`config.mk`:
```
export PLATFORM = sky130hd
export DESIGN_NAME = regfile_writeback_queue_flat
export DESIGN_NICKNAME = d
export VERILOG_FILES = /design/src/rtl/regfile_writeback_queue_if.sv /design/src/rtl/regfile_writeback_queue.sv /design/src/flat_wrapper.sv
export SDC_FILE = /design/constraint.sdc
export NUM_CORES = 1
export LEC_CHECK = 0
export ABC_AREA = 1
export CORE_MARGIN = 2
export CORE_UTILIZATION = 50
export CTS_CLUSTER_DIAMETER = 40
export DETAILED_ROUTE_END_ITERATION = 7
export GPL_ROUTABILITY_DRIVEN = 0
export PLACE_DENSITY = 0.77
export SLEW_MARGIN = 15
export SYNTH_ARGS = -nofsm -noshare
export SYNTH_HDL_FRONTEND = slang
export SYNTH_SLANG_ARGS = --single-unit
```
`constraint.sdc`:
```
create_clock -name CLK -period 3.9 [get_ports CLK]
set_clock_uncertainty 0.05 [all_clocks]
set_input_delay 0.585 -clock CLK [delete_from_list [all_inputs] [get_ports CLK]]
set_output_delay 0.585 -clock CLK [all_outputs]
set_load 0.01 [all_outputs]
```
`src/rtl/regfile_writeback_queue_if.sv`:
```
// Producer / register-file bundle for the writeback queue.
// The fwd1/fwd2 forwarding outputs exist only when WBQ_BYPASS_EN is defined.
interface regfile_writeback_queue_if #(
    parameter int DEPTH = 4
);
    logic                     wb_valid;
    logic                     wb_ready;
    logic [4:0]               wb_sel;
    logic [31:0]              wb_dat;
    logic                     lu_valid;
    logic                     lu_ready;
    logic [4:0]               lu_sel;
    logic [31:0]              lu_dat;
    logic                     freeze;
    logic                     rf_WEN;
    logic [4:0]               rf_wsel;
    logic [31:0]              rf_wdat;
    logic [4:0]               rsel1;
    logic [4:0]               rsel2;
    logic                     pend1;
    logic                     pend2;
`ifdef WBQ_BYPASS_EN
    logic [31:0]              fwd1;
    logic [31:0]              fwd2;
`endif
    logic [$clog2(DEPTH):0]   count;
    logic                     full;
    logic                     empty;

    modport master (
        output wb_valid, wb_sel, wb_dat, lu_valid, lu_sel, lu_dat, freeze, rsel1, rsel2,
        input  wb_ready, lu_ready, rf_WEN, rf_wsel, rf_wdat, pend1, pend2, count, full, empty
`ifdef WBQ_BYPASS_EN
        , fwd1, fwd2
`endif
    );

    modport slave (
        input  wb_valid, wb_sel, wb_dat, lu_valid, lu_sel, lu_dat, freeze, rsel1, rsel2,
        output wb_ready, lu_ready, rf_WEN, rf_wsel, rf_wdat, pend1, pend2, count, full, empty
`ifdef WBQ_BYPASS_EN
        , fwd1, fwd2
`endif
    );
endinterface

```
`src/rtl/regfile_writeback_queue.sv`:
```
// In-order register-file write queue fed by the writeback stage and the long-latency unit.
// Define WBQ_BYPASS_EN to add youngest-match data forwarding on fwd1/fwd2.
module regfile_writeback_queue #(
    parameter int DEPTH = 4
) (
    input  logic                        CLK,
    input  logic                        nRST,
    regfile_writeback_queue_if.slave    bus
);
    localparam int PW = $clog2(DEPTH);
    localparam int CW = PW + 1;
    localparam logic [CW:0] FREE_ONE = (CW+1)'(1);
    localparam logic [CW:0] FREE_TWO = (CW+1)'(2);

    logic [4:0]     sel_mem [DEPTH];
    logic [31:0]    dat_mem [DEPTH];
    logic [PW-1:0]  head_reg;
    logic [PW-1:0]  tail_reg;
    logic [CW-1:0]  count_reg;
    logic [CW-1:0]  count_next;

    logic           deq;
    logic [CW:0]    free;
    logic           lu_need;
    logic           lu_rdy;
    logic           wb_rdy;
    logic           lu_enq;
    logic           wb_enq;
    logic [PW-1:0]  wb_slot;
    logic [DEPTH-1:0] entry_valid;
    logic [DEPTH-1:0] match1;
    logic [DEPTH-1:0] match2;

    assign deq  = nRST && (count_reg != '0) && !bus.freeze;
    // The slot vacated by this cycle's retire is already reusable.
    assign free = (CW+1)'(DEPTH) - {1'b0, count_reg} + {{CW{1'b0}}, deq};

    assign lu_need = bus.lu_valid && (bus.lu_sel != 5'd0);
    assign lu_rdy  = nRST && ((bus.lu_sel == 5'd0) || (free >= FREE_ONE));
    assign wb_rdy  = nRST && ((bus.wb_sel == 5'd0) || (free >= FREE_TWO) ||
                              ((free == FREE_ONE) && !lu_need));
    assign lu_enq  = bus.lu_valid && lu_rdy && (bus.lu_sel != 5'd0);
    assign wb_enq  = bus.wb_valid && wb_rdy && (bus.wb_sel != 5'd0);
    assign wb_slot = lu_enq ? tail_reg + PW'(1) : tail_reg;

    assign count_next = count_reg + CW'(lu_enq) + CW'(wb_enq) - CW'(deq);

    always_ff @(posedge CLK) begin
        if (lu_enq) begin
            sel_mem[tail_reg] <= bus.lu_sel;
            dat_mem[tail_reg] <= bus.lu_dat;
        end
        if (wb_enq) begin
            sel_mem[wb_slot] <= bus.wb_sel;
            dat_mem[wb_slot] <= bus.wb_dat;
        end
    end

    always_ff @(posedge CLK) begin
        if (!nRST) begin
            head_reg  <= '0;
            tail_reg  <= '0;
            count_reg <= '0;
        end else begin
            head_reg  <= head_reg + PW'(deq);
            tail_reg  <= tail_reg + PW'(lu_enq) + PW'(wb_enq);
            count_reg <= count_next;
        end
    end

    // An entry is live when its distance from head is below the occupancy.
    generate
        for (genvar gi = 0; gi < DEPTH; gi++) begin : g_entry
            logic [PW-1:0] age;
            assign age             = PW'(gi) - head_reg;
            assign entry_valid[gi] = ({1'b0, age} < count_reg);
            assign match1[gi]      = entry_valid[gi] && (sel_mem[gi] == bus.rsel1);
            assign match2[gi]      = entry_valid[gi] && (sel_mem[gi] == bus.rsel2);
        end
    endgenerate

    assign bus.pend1 = nRST && (bus.rsel1 != 5'd0) && (|match1);
    assign bus.pend2 = nRST && (bus.rsel2 != 5'd0) && (|match2);

`ifdef WBQ_BYPASS_EN
    logic [31:0]   fwd1_next;
    logic [31:0]   fwd2_next;
    logic [PW-1:0] scan_idx;

    // Walk oldest to youngest so the last hit is the youngest value.
    always_comb begin
        fwd1_next = '0;
        fwd2_next = '0;
        scan_idx  = head_reg;
        for (int k = 0; k < DEPTH; k++) begin
            scan_idx = head_reg + PW'(k);
            if (match1[scan_idx]) fwd1_next = dat_mem[scan_idx];
            if (match2[scan_idx]) fwd2_next = dat_mem[scan_idx];
        end
    end

    assign bus.fwd1 = bus.pend1 ? fwd1_next : '0;
    assign bus.fwd2 = bus.pend2 ? fwd2_next : '0;
`endif

    assign bus.wb_ready = wb_rdy;
    assign bus.lu_ready = lu_rdy;
    assign bus.rf_WEN   = deq;
    assign bus.rf_wsel  = deq ? sel_mem[head_reg] : '0;
    assign bus.rf_wdat  = deq ? dat_mem[head_reg] : '0;
    assign bus.count    = nRST ? count_reg : '0;
    assign bus.full     = nRST && (count_reg == CW'(DEPTH));
    assign bus.empty    = nRST && (count_reg == '0);
endmodule

```
`src/flat_wrapper.sv`:
```
// flat-port wrapper written by rule: the top's interface ports become plain ports
module regfile_writeback_queue_flat 
#(
    parameter int DEPTH = 4
)
  (CLK, nRST, bus_wb_valid, bus_wb_sel, bus_wb_dat, bus_lu_valid, bus_lu_sel, bus_lu_dat, bus_freeze, bus_rsel1, bus_rsel2, bus_wb_ready, bus_lu_ready, bus_rf_WEN, bus_rf_wsel, bus_rf_wdat, bus_pend1, bus_pend2, bus_count, bus_full, bus_empty);
  regfile_writeback_queue_if #(.DEPTH(DEPTH)) bus_i ();
  input  logic CLK;
  input  logic nRST;
  input wire logic [$bits(bus_i.wb_valid)-1:0] bus_wb_valid;
  input wire logic [$bits(bus_i.wb_sel)-1:0] bus_wb_sel;
  input wire logic [$bits(bus_i.wb_dat)-1:0] bus_wb_dat;
  input wire logic [$bits(bus_i.lu_valid)-1:0] bus_lu_valid;
  input wire logic [$bits(bus_i.lu_sel)-1:0] bus_lu_sel;
  input wire logic [$bits(bus_i.lu_dat)-1:0] bus_lu_dat;
  input wire logic [$bits(bus_i.freeze)-1:0] bus_freeze;
  input wire logic [$bits(bus_i.rsel1)-1:0] bus_rsel1;
  input wire logic [$bits(bus_i.rsel2)-1:0] bus_rsel2;
  output wire logic [$bits(bus_i.wb_ready)-1:0] bus_wb_ready;
  output wire logic [$bits(bus_i.lu_ready)-1:0] bus_lu_ready;
  output wire logic [$bits(bus_i.rf_WEN)-1:0] bus_rf_WEN;
  output wire logic [$bits(bus_i.rf_wsel)-1:0] bus_rf_wsel;
  output wire logic [$bits(bus_i.rf_wdat)-1:0] bus_rf_wdat;
  output wire logic [$bits(bus_i.pend1)-1:0] bus_pend1;
  output wire logic [$bits(bus_i.pend2)-1:0] bus_pend2;
  output wire logic [$bits(bus_i.count)-1:0] bus_count;
  output wire logic [$bits(bus_i.full)-1:0] bus_full;
  output wire logic [$bits(bus_i.empty)-1:0] bus_empty;
  assign bus_i.wb_valid = bus_wb_valid;
  assign bus_i.wb_sel = bus_wb_sel;
  assign bus_i.wb_dat = bus_wb_dat;
  assign bus_i.lu_valid = bus_lu_valid;
  assign bus_i.lu_sel = bus_lu_sel;
  assign bus_i.lu_dat = bus_lu_dat;
  assign bus_i.freeze = bus_freeze;
  assign bus_i.rsel1 = bus_rsel1;
  assign bus_i.rsel2 = bus_rsel2;
  assign bus_wb_ready = bus_i.wb_ready;
  assign bus_lu_ready = bus_i.lu_ready;
  assign bus_rf_WEN = bus_i.rf_WEN;
  assign bus_rf_wsel = bus_i.rf_wsel;
  assign bus_rf_wdat = bus_i.rf_wdat;
  assign bus_pend1 = bus_i.pend1;
  assign bus_pend2 = bus_i.pend2;
  assign bus_count = bus_i.count;
  assign bus_full = bus_i.full;
  assign bus_empty = bus_i.empty;
  regfile_writeback_queue #(.DEPTH(DEPTH)) u_core (.CLK(CLK), .nRST(nRST), .bus(bus_i));
endmodule
```
# Word-level counts from Yosys, hierarchy flattened
# Memory sizes are Yosys's and may differ from the RTL's. A register that Yosys moved wholly into a read port is not among the register bits.
# Cells that the tools add are included.
# word_totals
reg_bits	7
latch_bits	0
ram_bits	148
romBits	0
in_bits	89
output_inout_bits	47
memories	2
# mem_list
memory	words	word_bits	read_ports	rd_clocked_by_memory_dff	wr	line_no	text
u_core.dat_mem	4	32	1	1	2	regfile_writeback_queue.sv:16	logic [31:0] dat_mem [DEPTH];
u_core.sel_mem	4	5	5	1	2	regfile_writeback_queue.sv:15	logic [4:0] sel_mem [DEPTH];
# op_classes
n_addsub	13
mul	0
div_mod_pow	0
magnitude_cmp	6
eq_ne	10
shift	0
n_mux	10
bitwise	0
n_reduce_logical	39
# ops
operator	count
== test 5 bit	8
2-to-1 mux 32 bit	1
logical AND 1 bit	24
nonzero test 5 bit	4
< comparator 2 x 3 -> 1 bit	4
logical NOT 5 bit	2
OR reduction 4 bit	2
adder 2 x 1 -> 2 bit	3
adder 3 x 1 -> 3 bit	2
2-to-1 mux 2 bit	3
2-to-1 mux 5 bit	1
adder 4 x 1 -> 4 bit	1
== test 4 x 1 -> 1 bit (second input constant)	1
greater-or-equal comparator 4 x 1 -> 1 bit (second input constant)	1
greater-or-equal comparator 4 x 2 -> 1 bit (second input constant)	1
2-to-1 mux 1 bit	4
subtractor 1 x 2 -> 2 bit (first input constant)	2
subtractor 2 bit (first input constant)	2
subtractor 3 x 3 -> 4 bit (first input constant)	1
== test 3 bit (second input constant)	1
logical NOT 3 bit	1
logical OR 1 bit	3
2-to-1 mux 3 bit	1
nonzero test 3 bit	1
3 further kinds	4

# Longest topological paths before layout
# Gate-level depths: netlist (run 1).
# depth
depth_word	12
mapped_depth	23

# Worst setup path after synthesis (run 1)
# OpenSTA, ideal clock, no wires.
# synth_path
path_type	input-to-reg
start	in nRST
end	mem u_core.dat_mem[1][0], enable pin
setup_ns	0.395
t_arrival_ns	3.827
required_time_ns	3.455
path_slack_ns	-0.372
path_stages	18
path_buffers	5
path_cell_list	clkbuf_2 -> buf_2 -> nand2_1 -> nor2_1 -> inv_1 -> clkbuf_1 -> ha_1 -> inv_1 -> ha_1 -> nor2_1 -> nand3_2 -> nand3_2 -> nand2_1 -> nand2_2 -> nand3_2 -> buf_4 -> buf_6 -> nand2_1
# synth_lines
item	line_no	text
start, declared	flat_wrapper.sv:9	input logic nRST;
end, declared	regfile_writeback_queue.sv:16	

# Worst setup path after layout (run 1)
# layout_path
start	reg u_core.head_reg[1]
end	out bus_pend1
# layout_between
elab_chain_cells	5
word_cells_on_any_way	14
classes_between	4 x add/sub; 4 x order compare; 6 x reduce/logical
# layout_lines
item	line_no	text
start, declared	regfile_writeback_queue.sv:17	logic [PW-1:0] head_reg;
start signal, assigned	regfile_writeback_queue.sv:65	head_reg <= head_reg + PW'(deq);
subtractor 1 x 2 -> 2 bit / subtractor 2 bit (equally long branches)	regfile_writeback_queue.sv:75	assign age = PW'(gi) - head_reg;
< comparator 2 x 3 -> 1 bit	regfile_writeback_queue.sv:76	assign entry_valid[gi] = ({1'b0, age} < count_reg);
logical AND 1 bit	regfile_writeback_queue.sv:77	assign match1[gi] = entry_valid[gi] && (sel_mem[gi] == bus.rsel1);
OR reduction 4 bit *	regfile_writeback_queue.sv:82	assign bus.pend1 = nRST && (bus.rsel1 != 5'd0) && (|match1);
logical AND 1 bit *	regfile_writeback_queue.sv:82	
end, declared	flat_wrapper.sv:24	output wire logic [$bits(bus_i.pend1)-1:0] bus_pend1;
# Mark *: on every way between the ends. The rest lies on a longest branch, timed or not.

==> impl_metrics.py, run 1 <==
metrics = {
    "run_status": {
        "outcome": "finished, final reports clean",
    },
    "synthesis": {
        "synth_top_area_share_pct": 47.6,
        "synth_area_leaders": "edfxtp_1 48%, nand2_1 15%, nand4_1 11%",
        "ys_seq_area_share_pct": 49.1,
        "ys_ff_latch": 155,
        "avgSynthCellArea_um2": 8.94,
        "syn_area_mm2": 0.00934,
        "synth_largest_area_cell": "edfxtp_1",
        "ys.flop_type": "edfxtp_1",
        "netlist_top_cells_count": "363 x nand2_1, 160 x nand4_1, 148 x edfxtp_1, 43 x nand3_1, 38 x a31oi_1",
        "synth_cells": 1045,
        "asyncSetResetFlopFracSynth_pct": 0,
        "synth_cell_types": 32,
        "synth_most_common_cell": "nand2_1",
        "yosysWarnings": 0,
        "synth_edf_count": 148,
        "synth_fp_nets": 1150,
    },
    "cells_and_area": {
        "nets": 1239,
        "area_growth_pct": 20.9,
        "diodes": 0,
        "drive_gt1_share_pct": 8.28,
        "largest_register_ffs": 128,
    },
    "routing": {
        "drt_iter0_drc": 1007,
        "first_pass_iters": 5,
        "drt-total-wl_um": 26900,
        "detail_route.vias_per_cell": 6.10,
        "wl_per_cell_um": 19.6,
        "drc": 0,
        "drtAntennaViolNets": 0,
        "via_count": 8397,
    },
    "hold_path": {
        "hold_start": "u_core.tail_reg[1]",
        "holdCritPathClass": "reg2reg",
        "holdPathStages": 2,
        "hold_end": "u_core.tail_reg[1]",
    },
    "power": {
        "switching_share_pct": 40.0,
        "power.share.clock_pct": 24.4,
        "ir_drop_mv": 0.347,
        "power_frac_seq_pct": 36.1,
        "p_per_area_mw_per_mm2": 570,
        "combPwrFrac_pct": 39.5,
        "p_sw_mw": 2.57,
        "internal_power_mw": 3.86,
        "p_leak_nw": 4.40,
    },
    "grt": {
        "grt_max_degree": 77,
        "antenna_found_initial": 0,
        "grt.total_usage_pct": 26.9,
        "grt_pass1_wl_um": 42000,
        "grt_pass1_vias": 8106,
        "grt-ovfl-total": 0,
    },
    "timing": {
        "period_needed_ns": 3.70,
        "max_slew_margin_pct": 50.4,
        "period_share_pct": 94.9,
        "fmax_mhz": 270,
        "drv_slew": 0,
        "rsz0062_at_grt": "no",
        "worstMarginPinSlew_ns": 0.745,
        "fin_ws_ns": 0.199,
        "setup_violations": 0,
        "finalSetupTns_ns": 0,
        "hold_viol_final": 0,
    },
    "flow_run": {
        "cap_violations": 0,
    },
    "cts": {
        "clock_path_buffers": 2,
        "cts_resized": 0,
        "tritoncts": "done",
        "cts_setup_buffers": 0,
        "cts_made_buffers": 17,
        "clk_pin_slew_ns": 0.06,
        "clock-sinks": 155,
        "clkLatencyLatePin_ns": 0.42,
        "htree_num_levels": 4,
        "hold_buffers": 0,
        "cts-root-buf": "clkbuf_16",
    },
    "floorplan": {
        "design.die.area_mm2": 0.0198,
        "core_area_mm2": 0.0181,
        "die_h_um": 141,
        "die_w_um": 141,
        "io_pins": 136,
        "start_util_pct": 51.5,
        "rows": 49,
    },
    "placement": {
        "io_buffers": 135,
        "hpwl_um": 16300,
        "pre_cts_ws_ns": 0.186,
    },
    "setup_path": {
        "rr_worst_depth": 18,
        "cp_max_fo": 15,
        "critPathKind": "reg2out",
        "regToRegStartpoint": "u_core.count_reg[1]",
        "crit_start": "u_core.head_reg[1]",
        "startpoint_type": "flop",
        "arrival_ns": 3.07,
        "reg2reg_slack_ns": 0.50,
        "end_kind": "output pin",
        "critPathRequiredTime_ns": 3.26,
        "r2r_end": "u_core.count_reg[1]",
    },
}
-- worst max path at each step --
stage	end	cells past startpoint
global placement	u_core.count_reg[1]	19
global route	bus_pend2	12
detailed placement	u_core.count_reg[1]	19
CTS	bus_pend2	11
floorplan	u_core.count_reg[1]	22
finish	bus_pend1	11
-- cells in the final DEF (no fill, tap or decap), drive strengths merged, types with 3 or more instances in the layout --
master         instances
a21oi                  6
a22oi                 37
a31oi                 38
buf                   35
clkbuf                18
clkdlybuf4s50        135
clkinv                 4
clkinvlp               3
dfxtp                  7
edfxtp               148
fa                     3
ha                    13
inv                   34
nand2                369
nand3                 49
nand4                160
nor2                  24
nor3                   6
o21ai                  5
or2                    8
xnor2                 15
xor2                  25
-- cells by family (layout without fill, tap and decap cells) --
| logic type | Yosys count | in the layout | share of synthesized area [%] |
|---|---|---|---|
| AND/OR/NAND/NOR | 617 | 617 | 30.8 |
| flip-flops | 155 | 155 | 49.1 |
| buffers and inverters | 127 | 229 | 7.58 |
| AO/OA/AOI/OAI | 90 | 90 | 6.46 |
| XOR/XNOR | 40 | 40 | 3.75 |
| adder cells (fa/ha/maj) | 16 | 16 | 2.38 |
-- layer usage --
layer  track usage (%)  vias to the layer above  part of all wire [%]
met3              3.70                       40                   8.2
met1              35.2                     3971                    40
li1                  -                     3922                     -
met5                 0                        -                     0
met2              45.8                      464                    50
met4              10.3                        0                   1.8
-- worst max-delay path, cell delays in order, from the launching register on --
cell	delay, ns
dfxtp_2	0.62
nor2_4	0.04
or2_2	0.33
inv_1	0.07
ha_1	0.21
a21boi_0	0.12
o21ai_0	0.33
nand4_1	0.14
nand2_1	0.11
nor2_1	0.05
nor2_1	0.08
clkdlybuf4s50_1	0.54
-- layout make-up --
type / instances / area, µm²
Clock buffer: 18 / 429
Clock inverter: 14 / 131
Fill cell: 1477 / 6860
Inverter: 27 / 101
Multi-Input combinational cell: 763 / 4090
Sequential cell: 155 / 4590
Tap cell: 229 / 287
Timing Repair Buffer: 170 / 1660
-- metrics by stage --
stage                     hold WS (ns)  utilization (%)  cells  cell area [µm²]  power, mW
after global placement           0.542             59.1   1344            10700       4.80
after detailed placement         0.527             59.1   1344            10700       4.85
final                            0.540             62.2   1376            11300       6.44
after global routing             0.582             62.2   1376            11300       6.74
after CTS                        0.536             62.2   1376            11300       6.40
after floorplan                  0.489                -   1045             9370       4.06
-- power by group through the flow --
| stage | clock network, mW | logic, mW | registers (mW) |
|---|---|---|---|
| floorplan | 0 | 1.74 | 2.32 |
| global placement | 0 | 2.45 | 2.35 |
| detailed placement | 0 | 2.49 | 2.36 |
| CTS | 1.58 | 2.50 | 2.32 |
| global route | 1.65 | 2.74 | 2.35 |
| finish | 1.57 | 2.54 | 2.33 |
Note: power is estimated with default switching activity, not from simulation.
==> run 2, diff against run 1 <==
CORE_MARGIN = not set   (was 2)
==> run 2 against run 1 <==
Fmax rose by 2.7%. Sequential power barely moved. Clock power rose by 9%. Critical path depth rose by 1. Count of clock-buffer cells in the layout fell by 1. Highest routed layer unchanged. The run now ends with DRC left. Power rose by 2.3%. Setup slack improved by 0.098 ns. Worst hold slack improved by 0.0041 ns. Non-clock buffer count fell by 3. Global-route usage rose by 1.3 points.
==> impl_metrics.py, run 2 (same netlist as run 1, synthesis figures left out) <==
metrics = {
    "run_status": {
        "outcome": "complete, but fails checks",
        "violations": "DRC",
    },
    "grt": {
        "grt_pass1_wl_um": 42100,
        "grt_pass1_vias": 7935,
        "grt_max_degree": 73,
        "use_met2_pct": 47.4,
        "antenna_found_initial": 0,
        "grt-ovfl-total": 0,
        "top_usage_layer": "met2",
        "use_met1_pct": 36.0,
        "grt.total_usage_pct": 28.3,
        "gr-usage-met3_pct": 5.15,
    },
    "floorplan": {
        "die_w_um": 139,
        "rows": 49,
        "design.die.area_mm2": 0.0192,
        "die_h_um": 139,
        "io_pins": 136,
        "core_area_mm2": 0.0181,
        "start_util_pct": 51.5,
    },
    "hold_path": {
        "holdCritPathClass": "reg2reg",
        "hold_start": "u_core.tail_reg[1]",
    },
    "cells_and_area": {
        "final_area_mm2": 0.0113,
        "area_growth_pct": 21.2,
        "final_cell_mix": "359 x nand2_1, 160 x nand4_1, 148 x edfxtp_1, 135 x clkdlybuf4s50_1, 43 x nand3_1",
        "nets": 1236,
        "largest_register_ffs": 128,
        "drive_gt1_share_pct": 7.95,
        "post-route-util_pct": 62.4,
        "diodes": 0,
        "fill_cells": 1480,
        "mostFrequentLayoutCell": "nand2_1",
    },
    "power": {
        "combPwrFrac_pct": 38.7,
        "switching_share_pct": 38.5,
        "internal_power_mw": 4.05,
        "p_leak_nw": 4.41,
        "p_per_area_mw_per_mm2": 582,
        "power_frac_seq_pct": 35.3,
        "p_sw_mw": 2.54,
        "power.share.clock_pct": 26.0,
        "ir_drop_mv": 0.467,
    },
    "setup_path": {
        "startpoint_type": "flop",
        "critPathRequiredTime_ns": 3.26,
        "regToRegStartpoint": "u_core.count_reg[0]",
        "end_kind": "output pin",
        "critPathKind": "reg2out",
        "arrival_ns": 2.97,
        "cp_max_fo": 8,
        "crit_start": "u_core.count_reg[0]",
    },
    "cts": {
        "tritoncts": "done",
        "clkLatencyLatePin_ns": 0.43,
        "hold_buffers": 0,
        "cts_setup_buffers": 0,
        "cts-root-buf": "clkbuf_16",
        "htree_num_levels": 4,
        "clock_path_buffers": 2,
        "clk_pin_slew_ns": 0.06,
        "cts_made_buffers": 17,
        "cts_resized": 0,
        "clock-sinks": 155,
    },
    "timing": {
        "worstMarginPinSlew_ns": 0.718,
        "finalSetupTns_ns": 0,
        "hold_viol_final": 0,
        "rsz0062_at_grt": "no",
        "period_share_pct": 92.4,
        "max_slew_margin_pct": 52.1,
        "drv_slew": 0,
        "period_needed_ns": 3.60,
        "fmax_mhz": 278,
        "setup_violations": 0,
        "holdWs_ns": 0.544,
    },
    "routing": {
        "drt-total-wl_um": 26900,
        "detail_route.vias_per_cell": 6.13,
        "first_pass_iters": 8,
        "drtAntennaViolNets": 0,
        "drc": 14,
        "wl_per_cell_um": 19.6,
        "via_count": 8415,
        "drt_iter0_drc": 847,
    },
    "flow_run": {
        "cap_violations": 0,
    },
    "placement": {
        "post_dp_cell_area_mm2": 0.0107,
        "hpwl_um": 16400,
        "io_buffers": 135,
    },
}
==> run 2: worst max-delay path, stage by stage (launching register included) <==
cell and delay, ns:
dfxtp_1 0.51, inv_1 0.14, nand3_1 0.11, nand2_1 0.07, nor2_2 0.10, inv_1 0.06
ha_1 0.20, inv_1 0.08, ha_1 0.20, or2_1 0.12, nand2_1 0.07, a31oi_1 0.26
clkdlybuf4s50_1 0.60
==> run 2: per-stage QoR <==
stage                     std cells  setup slack (ns)  power, mW
after floorplan                1045            0.0165       4.06
after global placement         1341             0.308       4.81
after detailed placement       1341             0.230       4.86
after CTS                      1373             0.312       6.55
after global routing           1373            0.0736       6.89
final                          1373             0.297       6.59
==> run 2: path summary, 6_finish.rpt <==
| kind | end | slack [ns] | cells after the start |
|---|---|---|---|
| min reg2reg | u_core.tail_reg[1] | 0.54 | 2 |
| min | u_core.tail_reg[1] | 0.54 | 2 |
| max reg2reg | u_core.count_reg[1] | 0.52 | 20 |
| max | bus_lu_ready | 0.30 | 12 |
==> run 2: cell type report <==
cell class              instances  area, µm²  share of cell area [%]
clock inverters                15        186                    1.65
inverters                      27        101                   0.895
flip-flops and latches        155       4590                    40.5
repair buffers                167       1640                    14.5
multi-input cells             763       4090                    36.2
clock buffers                  17        425                    3.76
well taps                     229        287                    2.53
==> run 2: power by group through the flow <==
stage                     clock network, mW  logic, mW  registers (mW)
after floorplan                           0       1.74            2.32
after global placement                    0       2.47            2.34
after detailed placement                  0       2.50            2.36
after CTS                              1.72       2.51            2.32
after global routing                   1.79       2.76            2.34
final                                  1.71       2.55            2.33
==> run 2: per-layer routing <==
metal / vias to the layer above / part of all wire [%]
met5: - / 0
met4: 0 / 2.8
met3: 73 / 8.7
met2: 497 / 49
met1: 3934 / 39
li1: 3911 / -
==> run 3, diff against run 2 <==
CORE_UTILIZATION = 60   (was 50)
CTS_BUF_LIST = sky130_fd_sc_hd__clkbuf_8   (was not set)
DONT_BUFFER_PORTS = 1   (was not set)
PLACE_DENSITY = 0.79   (was 0.77)
==> run 3 against run 2 <==
The flow now finishes without violations. Sequential power about the same. Combinational power decreased by 16%. Power shrank 14%. Die area decreased by 16%.
==> impl_metrics.py, run 3 (same netlist as run 1, synthesis figures left out) <==
metrics = {
    "run_status": {
        "outcome": "finished, final reports clean",
    },
    "placement": {
        "pre_cts_ws_ns": 0.417,
        "hpwl_um": 14900,
        "post_dp_cell_area_mm2": 0.00919,
        "io_buffers": 0,
        "post-place-cells": 1155,
    },
    "cells_and_area": {
        "largest_register_ffs": 128,
        "final_cell_mix": "359 x nand2_1, 160 x nand4_1, 148 x edfxtp_1, 43 x nand3_1, 38 x a31oi_1",
        "instances_no_fill": 1185,
        "post-route-util_pct": 63.0,
        "final_area_mm2": 0.00958,
        "diodes": 0,
        "nets": 1091,
        "area_growth_pct": 2.52,
        "mostFrequentLayoutCell": "nand2_1",
        "drive_gt1_share_pct": 7.92,
    },
    "grt": {
        "grt_pass1_vias": 7353,
        "use_met2_pct": 52.0,
        "top_usage_layer": "met2",
        "grt_max_degree": 77,
        "grt.total_usage_pct": 31.5,
        "grt-ovfl-total": 0,
        "use_met1_pct": 39.8,
        "gr-usage-met3_pct": 8.48,
        "antenna_found_initial": 0,
        "grt_pass1_wl_um": 39000,
    },
    "timing": {
        "period_share_pct": 93.1,
        "finalSetupTns_ns": 0,
        "hold_viol_final": 0,
        "setup_violations": 0,
        "fin_ws_ns": 0.269,
        "max_slew_margin_pct": 48.1,
        "drv_slew": 0,
        "period_needed_ns": 3.63,
        "worstMarginPinSlew_ns": 0.778,
        "rsz0062_at_grt": "no",
        "fmax_mhz": 275,
        "holdWs_ns": 0.172,
    },
    "setup_path": {
        "r2r_end": "u_core.dat_mem[1][27]",
        "reg2reg_slack_ns": 0.27,
        "crit_end": "u_core.dat_mem[1][27]",
        "critPathRequiredTime_ns": 4.17,
        "regToRegStartpoint": "u_core.count_reg[2]",
        "startpoint_type": "flop",
        "critPathKind": "reg2reg",
        "crit_start": "u_core.count_reg[2]",
        "end_kind": "flop",
        "rr_worst_depth": 19,
        "arrival_ns": 3.90,
        "cp_max_fo": 58,
    },
    "floorplan": {
        "io_pins": 136,
        "die_h_um": 127,
        "start_util_pct": 61.5,
        "design.die.area_mm2": 0.0161,
        "core_area_mm2": 0.0152,
        "rows": 45,
        "die_w_um": 127,
    },
    "power": {
        "p_per_area_mw_per_mm2": 593,
        "combPwrFrac_pct": 37.6,
        "p_sw_mw": 2.31,
        "power.share.clock_pct": 21.4,
        "switching_share_pct": 40.7,
        "p_leak_nw": 3.75,
        "internal_power_mw": 3.37,
        "power.total_mw": 5.68,
        "ir_drop_mv": 0.345,
        "power_frac_seq_pct": 41.0,
    },
    "cts": {
        "cts_setup_buffers": 0,
        "cts_resized": 0,
        "tritoncts": "done",
        "hold_buffers": 0,
        "clock-sinks": 155,
        "clock_path_buffers": 2,
        "cts-root-buf": "clkbuf_8",
        "cts_made_buffers": 17,
        "clkLatencyLatePin_ns": 0.45,
        "htree_num_levels": 4,
        "clk_pin_slew_ns": 0.09,
    },
    "routing": {
        "wl_per_cell_um": 21.1,
        "drt-total-wl_um": 25000,
        "via_count": 7779,
        "drc": 0,
        "drtAntennaViolNets": 0,
        "first_pass_iters": 5,
        "detail_route.vias_per_cell": 6.56,
        "drt_iter0_drc": 928,
    },
    "hold_path": {
        "holdCritPathClass": "in2reg",
    },
    "flow_run": {
        "cap_violations": 0,
    },
}
run 3: cell count changes in the layout (fill, tap and decap cells not counted):
cell / previous run / this run
inv_8: 2 / 0
clkinv_2: 0 / 4
clkbuf_8: 0 / 17
buf_12: 4 / 1
clkbuf_16: 17 / 0
clkdlybuf4s50_1: 135 / 0
clkinvlp_4: 3 / 1
clkinv_1: 3 / 2
inv_1: 25 / 26
buf_4: 28 / 21
inv_6: 3 / 1
run 3: how the worst min path moves through the flow:
stage                       startpoint                 end  slack (ns)  cells after the start
floorplan           u_core.tail_reg[1]  u_core.tail_reg[1]        0.49                      2
global placement    u_core.tail_reg[1]  u_core.tail_reg[1]        0.55                      2
detailed placement  u_core.tail_reg[1]  u_core.tail_reg[1]        0.55                      2
CTS                               nRST  u_core.head_reg[0]        0.15                      2
global route                      nRST  u_core.head_reg[0]        0.17                      2
finish                            nRST  u_core.head_reg[0]        0.17                      2
run 3: critical path, stage by stage (launching register included):
cell and delay, ns:
dfxtp_1 0.45, inv_1 0.14, nand3_1 0.12, nand2_1 0.07
nor2_2 0.11, inv_1 0.07, ha_1 0.21, inv_1 0.08
ha_1 0.21, nand2_1 0.07, inv_1 0.06, nand2_1 0.05
nand2_1 0.09, nand3_2 0.12, nand3_2 0.16, nand2_1 0.09
nand2_2 0.32, buf_4 0.64, nand4_1 0.20, nand2_1 0.13
run 3: area by class of cell:
class	instances	area [µm²]
Tap cell	188	235
Timing Repair Buffer	22	178
Clock buffer	17	234
Clock inverter	13	151
Sequential cell	155	4590
Fill cell	1225	5620
Multi-Input combinational cell	763	4090
Inverter	27	101
run 3: metal layers:
layer / routed length, µm / share of wire, %
met3: 2660 / 11
met1: 9740 / 39
met4: 597 / 2.4
met5: 0 / 0
met2: 12000 / 48
run 3: power groups by stage:
| stage | Combinational [mW] | Sequential (mW) | Clock, mW |
|---|---|---|---|
| 2_1_floorplan | 1.74 | 2.32 | 0 |
| 3_3_place_gp | 2.06 | 2.35 | 0 |
| 3_5_place_dp | 2.09 | 2.36 | 0 |
| 4_1_cts | 2.10 | 2.32 | 1.21 |
| 5_1_grt | 2.32 | 2.35 | 1.28 |
| 6_report | 2.14 | 2.33 | 1.22 |
